<file path="src/rtl/pipe_pkg.sv">
// Shared types and default widths for the elastic pipeline stage.
package pipe_pkg;

  typedef enum logic [1:0] {
    EMPTY = 2'd0,
    ONE   = 2'd1,
    FULL  = 2'd2
  } pipe_state_t;

  localparam int PIPE_DATA_W = 32;
  localparam int PIPE_CTRL_W = 2;
  localparam int PIPE_DEST_W = 5;
  localparam int PIPE_CNT_W  = 16;

endpackage

</file>
<file path="src/rtl/pipe_entry.sv">
// One storage entry of the stage: valid bit plus ctrl/dest/data register.
module pipe_entry
  import pipe_pkg::*;
#(
  parameter int DATA_W = PIPE_DATA_W,
  parameter int CTRL_W = PIPE_CTRL_W,
  parameter int DEST_W = PIPE_DEST_W
) (
  input  logic              clk,
  input  logic              rst,
  input  logic              load,
  input  logic              clr,
  input  logic [CTRL_W-1:0] in_ctrl,
  input  logic [DEST_W-1:0] in_dest,
  input  logic [DATA_W-1:0] in_data,
  output logic              valid,
  output logic [CTRL_W-1:0] ctrl,
  output logic [DEST_W-1:0] dest,
  output logic [DATA_W-1:0] data
);

  logic              valid_q, valid_d;
  logic [CTRL_W-1:0] ctrl_q, ctrl_d;
  logic [DEST_W-1:0] dest_q, dest_d;
  logic [DATA_W-1:0] data_q, data_d;

  // Clearing only drops the valid bit; the payload fields keep their contents.
  always_comb begin
    valid_d = valid_q;
    ctrl_d  = ctrl_q;
    dest_d  = dest_q;
    data_d  = data_q;
    if (clr) begin
      valid_d = 1'b0;
    end else if (load) begin
      valid_d = 1'b1;
      ctrl_d  = in_ctrl;
      dest_d  = in_dest;
      data_d  = in_data;
    end
  end

  always_ff @(posedge clk or negedge rst) begin
    if (!rst) begin
      valid_q <= 1'b0;
      ctrl_q  <= '0;
      dest_q  <= '0;
      data_q  <= '0;
    end else begin
      valid_q <= valid_d;
      ctrl_q  <= ctrl_d;
      dest_q  <= dest_d;
      data_q  <= data_d;
    end
  end

  assign valid = valid_q;
  assign ctrl  = ctrl_q;
  assign dest  = dest_q;
  assign data  = data_q;

endmodule

</file>
<file path="src/rtl/pipe_stage_skid.sv">
// Elastic pipeline stage with a 2-entry skid buffer and synchronous flush.
// Optional stall counter enabled by defining PIPE_STAGE_STATS_EN.
module pipe_stage_skid
  import pipe_pkg::*;
#(
  parameter int DATA_W = PIPE_DATA_W,
  parameter int CTRL_W = PIPE_CTRL_W,
  parameter int DEST_W = PIPE_DEST_W,
  parameter int CNT_W  = PIPE_CNT_W
) (
  input  logic              clk,
  input  logic              rst,
  input  logic              flush,
  input  logic              in_valid,
  output logic              in_ready,
  input  logic [CTRL_W-1:0] in_ctrl,
  input  logic [DEST_W-1:0] in_dest,
  input  logic [DATA_W-1:0] in_data,
  output logic              out_valid,
  input  logic              out_ready,
  output logic [CTRL_W-1:0] out_ctrl,
  output logic [DEST_W-1:0] out_dest,
  output logic [DATA_W-1:0] out_data
`ifdef PIPE_STAGE_STATS_EN
  ,
  output logic [CNT_W-1:0]  stall_cnt
`endif
);

  pipe_state_t state_q, state_d;

  logic              main_load, main_clr, main_from_skid;
  logic              skid_load, skid_clr;
  logic              main_valid, skid_valid;
  logic [CTRL_W-1:0] main_ctrl, skid_ctrl, main_in_ctrl;
  logic [DEST_W-1:0] main_dest, skid_dest, main_in_dest;
  logic [DATA_W-1:0] main_data, skid_data, main_in_data;
  logic              in_xfer, out_xfer;

  assign in_ready  = !skid_valid;
  assign out_valid = main_valid;
  assign in_xfer   = in_valid && in_ready;
  assign out_xfer  = main_valid && out_ready;

  always_comb begin
    state_d        = state_q;
    main_load      = 1'b0;
    main_clr       = 1'b0;
    main_from_skid = 1'b0;
    skid_load      = 1'b0;
    skid_clr       = 1'b0;
    case (state_q)
      EMPTY: begin
        if (in_xfer) begin
          main_load = 1'b1;
          state_d   = ONE;
        end
      end
      ONE: begin
        if (in_xfer && out_xfer) begin
          main_load = 1'b1;
        end else if (in_xfer) begin
          skid_load = 1'b1;
          state_d   = FULL;
        end else if (out_xfer) begin
          main_clr = 1'b1;
          state_d  = EMPTY;
        end
      end
      FULL: begin
        if (out_xfer) begin
          main_load      = 1'b1;
          main_from_skid = 1'b1;
          skid_clr       = 1'b1;
          state_d        = ONE;
        end
      end
      default: state_d = EMPTY;
    endcase
    // Flush overrides every handshake; loads are suppressed so held fields stay put.
    if (flush) begin
      main_load = 1'b0;
      skid_load = 1'b0;
      main_clr  = 1'b1;
      skid_clr  = 1'b1;
      state_d   = EMPTY;
    end
  end

  always_ff @(posedge clk or negedge rst) begin
    if (!rst) state_q <= EMPTY;
    else      state_q <= state_d;
  end

  always_comb begin
    main_in_ctrl = in_ctrl;
    main_in_dest = in_dest;
    main_in_data = in_data;
    if (main_from_skid) begin
      main_in_ctrl = skid_ctrl;
      main_in_dest = skid_dest;
      main_in_data = skid_data;
    end
  end

  pipe_entry #(
    .DATA_W (DATA_W),
    .CTRL_W (CTRL_W),
    .DEST_W (DEST_W)
  ) u_main (
    .clk     (clk),
    .rst     (rst),
    .load    (main_load),
    .clr     (main_clr),
    .in_ctrl (main_in_ctrl),
    .in_dest (main_in_dest),
    .in_data (main_in_data),
    .valid   (main_valid),
    .ctrl    (main_ctrl),
    .dest    (main_dest),
    .data    (main_data)
  );

  pipe_entry #(
    .DATA_W (DATA_W),
    .CTRL_W (CTRL_W),
    .DEST_W (DEST_W)
  ) u_skid (
    .clk     (clk),
    .rst     (rst),
    .load    (skid_load),
    .clr     (skid_clr),
    .in_ctrl (in_ctrl),
    .in_dest (in_dest),
    .in_data (in_data),
    .valid   (skid_valid),
    .ctrl    (skid_ctrl),
    .dest    (skid_dest),
    .data    (skid_data)
  );

  assign out_ctrl = main_valid ? main_ctrl : '0;
  assign out_dest = main_dest;
  assign out_data = main_data;

`ifdef PIPE_STAGE_STATS_EN
  logic [CNT_W-1:0] stall_cnt_q, stall_cnt_d;

  always_comb begin
    stall_cnt_d = stall_cnt_q;
    if (main_valid && !out_ready && (stall_cnt_q != '1))
      stall_cnt_d = stall_cnt_q + {{(CNT_W-1){1'b0}}, 1'b1};
  end

  always_ff @(posedge clk or negedge rst) begin
    if (!rst) stall_cnt_q <= '0;
    else      stall_cnt_q <= stall_cnt_d;
  end

  assign stall_cnt = stall_cnt_q;
`endif

endmodule

</file>
<file path="config.mk">
export PLATFORM = sky130hd
export DESIGN_NAME = pipe_stage_skid
export DESIGN_NICKNAME = d
export VERILOG_FILES = /design/src/rtl/pipe_pkg.sv /design/src/rtl/pipe_entry.sv /design/src/rtl/pipe_stage_skid.sv
export SDC_FILE = /design/constraint.sdc
export NUM_CORES = 1
export LEC_CHECK = 0
export ABC_AREA = 0
export BUFFER_PORTS_ARGS = -buffer_cell sky130_fd_sc_hd__buf_2
export CAP_MARGIN = 20
export CORE_MARGIN = 2
export CORE_UTILIZATION = 40
export CTS_CLUSTER_DIAMETER = 150
export DETAILED_ROUTE_END_ITERATION = 7
export PLACE_DENSITY = 0.66
export SYNTH_ARGS = -nofsm -noshare
export SYNTH_HDL_FRONTEND = slang
export SYNTH_HIERARCHICAL = 1
export SYNTH_SLANG_ARGS = --single-unit
</file>
<file path="constraint.sdc">
create_clock -name clk -period 2.6 [get_ports clk]
set_input_delay 0.26 -clock clk [delete_from_list [all_inputs] [get_ports clk]]
set_output_delay 0.26 -clock clk [all_outputs]
set_load 0.1 [all_outputs]
</file>
==> impl_metrics.env <==
export IMPL_rsz0062_at_grt="false"
export IMPL_critPathLaunchType="flip-flop"
export IMPL_max_slew_margin_rel=0.545
export IMPL_dp_cells=451
export IMPL_die_area_sq_um=10700
export IMPL_place_congestion=0.787
export IMPL_status="complete, no violations"
export IMPL_final_layout_size_suffix_gt1_frac=0.678
export IMPL_pin_count=85
export IMPL_ys_types=26
export IMPL_numCtsBuffers=9
export IMPL_power_w=0.00524
export IMPL_dieWidth_microns=103
export IMPL_synth_edff_count=0
export IMPL_synthTopCellsByArea="dfrtp_1 (52%), mux2_4 (22%), mux2_2 (17%)"
export IMPL_syn_area_sq_um=3940
export IMPL_tritoncts="yes"
export IMPL_worst_pin_slew_ns=0.683
export IMPL_dr_pass1_iters=4
export IMPL_required_ns=2.83
export IMPL_p_leak_nw=2.29
export IMPL_cap_viol_max_count=0
export IMPL_diodes=0
export IMPL_final_common_cell="buf_2"
export IMPL_fillCellCount=858
export IMPL_start_util=0.407
export IMPL_ys_warnings_count=6
export IMPL_stdcell_count=468
export IMPL_grt_antenna_before_repair=0
export IMPL_via_per_inst=4.72
export IMPL_clkSinkCount=82
export IMPL_port_buffers=84
export IMPL_routed_wl_microns=7000
export IMPL_first_global_vias=2268
export IMPL_grt_max_degree=52
export IMPL_clk_insertion_delay_late_ns=0.35
export IMPL_syn_mean_instance_area_sq_um=16.5
export IMPL_detail_route_antenna_nets=0
export IMPL_setup_viol=0
export IMPL_dr_total_vias=2208
export IMPL_clockBufferDepth=2
export IMPL_core_sq_um=9680
export IMPL_grt_usage=0.139
export IMPL_synth_ff_type="dfrtp_1"
export IMPL_critPathMaxFanout=9
export IMPL_syn2layout_area_growth_pct=18.5
export IMPL_power_density_nw_per_um2=1120
export IMPL_fin_worst_skew_ns=0.0103
export IMPL_min_period_over_period=0.851
export IMPL_maxSlewViolCount=0
export IMPL_grt_overflow=0
export IMPL_rrSetupSlack_ns=0.39
export IMPL_finalSetupTns_ns=0
export IMPL_final_nets=374
export IMPL_hpwl_microns=4840
export IMPL_critPathCaptureType="flip-flop"
export IMPL_synth_cells=239
export IMPL_post_cts_buffers=0
export IMPL_worst_setup_path_type="flip-flop to flip-flop"
export IMPL_hold_ws_ns=0.155
export IMPL_rows=36
export IMPL_netlist_area_leader_share=0.520
export IMPL_drt_iter0_markers=35
export IMPL_h_tree_depth=3
export IMPL_synth_seq_cells=82
export IMPL_fmax_mhz=452
export IMPL_cp_data_arrival_time_ns=2.44
export IMPL_die_y_microns=103
export IMPL_hold_viol=0
export IMPL_period_needed_ns=2.21
export IMPL_mostFrequentLayoutCells="buf_2 (83), dfrtp_1 (81), mux2_2 (59)"
export IMPL_synth_seq_area_share=0.520
export IMPL_min_path_type="input port to flip-flop"
export IMPL_cts_root_buffer="clkbuf_8"
export IMPL_path_clk_slew_ns=0.08
export IMPL_syn_nets=283
export IMPL_grt_pass1_wl_microns=11100
export IMPL_async_reset_ff_frac=1.00
export IMPL_synth_top_cell_by_area="dfrtp_1"
export IMPL_drc=0
export IMPL_vdd_drop_max_v=0.000596
export IMPL_wl_per_cell_microns=14.9
## critical path, cell delays in order (launching register included)
cell      delay [ns]
dfrtp_1         0.41
nand2b_1        0.16
or3_1           0.34
a21oi_1         0.21
nor2b_4         0.36
buf_4           0.26
mux2_2          0.36
## cells in the mapped netlist, types with 2 or more instances
master    count
and2_1        2
buf_12        5
buf_4         4
buf_6         3
dfrtp_1      82
mux2_2       59
mux2_4       58
nand2b_1      3
nor2_1        4
nor2b_1       2
nor2b_4       2
## flip-flops by register name, indices dropped and copies added (netlist names)
register      cells
u_main/valid      1
u_main/ctrl       2
u_main/dest       5
state_q           2
u_skid/ctrl       2
u_skid/valid      1
u_skid/data      32
u_main/data      32
u_skid/dest       5
## path summary, 6_finish.rpt
check | startpoint | to | cells after the start
max | u_skid/valid | u_main/data[8] | 6
min | in_dest[1] | u_skid/dest[1] | 2
max reg2reg | u_skid/valid | u_main/data[8] | 6
min reg2reg | u_main/data[13] | u_main/data[13] | 1
max in group asynchronous | rst | u_skid/data[16] | 3
min in group asynchronous | rst | u_main/dest[1] | 2
## cell families after synthesis
logic type             synth area share
multiplexers                      0.389
flip-flops                        0.520
AO/OA/AOI/OAI                   0.00920
buffers and inverters            0.0463
AND/OR/NAND/NOR                  0.0346
## through the flow
stage | utilization | cell area (sq um) | worst slack [ns]
finish | 0.482 | 4670 | 0.388
global route | 0.482 | 4670 | 0.271
CTS | 0.482 | 4670 | 0.377
detailed placement | 0.461 | 4460 | 0.382
global placement | 0.461 | 4460 | 0.435
floorplan | - | 3940 | 0.215
## timing repair
action	in CTS	in global routing
gates resized for setup	0	0
hold buffers	1	0
endpoints found under the hold margin	50	0
## where the power goes
| group | internal (W) | total (W) | switching [W] |
|---|---|---|---|
| clock network | 0.000497 | 0.000915 | 0.000418 |
| registers | 0.00172 | 0.00195 | 0.000224 |
| logic | 0.000624 | 0.00238 | 0.00176 |
| total | 0.00284 | 0.00524 | 0.00240 |
## routing by layer
layer,global-route usage,vias up,wire [microns]
met5,0,-,0
met4,0.0496,0,106
met3,0.0477,9,375
met2,0.223,61,3370
met1,0.175,1097,3140
li1,-,1041,-
## final cells by class
type | instances | area, sq um | area share
flip-flops and latches | 82 | 2050 | 0.439
multi-input cells | 143 | 1710 | 0.366
repair buffers | 93 | 543 | 0.116
well taps | 133 | 166 | 0.0356
clock buffers | 14 | 163 | 0.0348
clock inverters | 2 | 35.0 | 0.00750
inverters | 1 | 3.75 | 0.000803
Power figures use the tool's default switching activity.
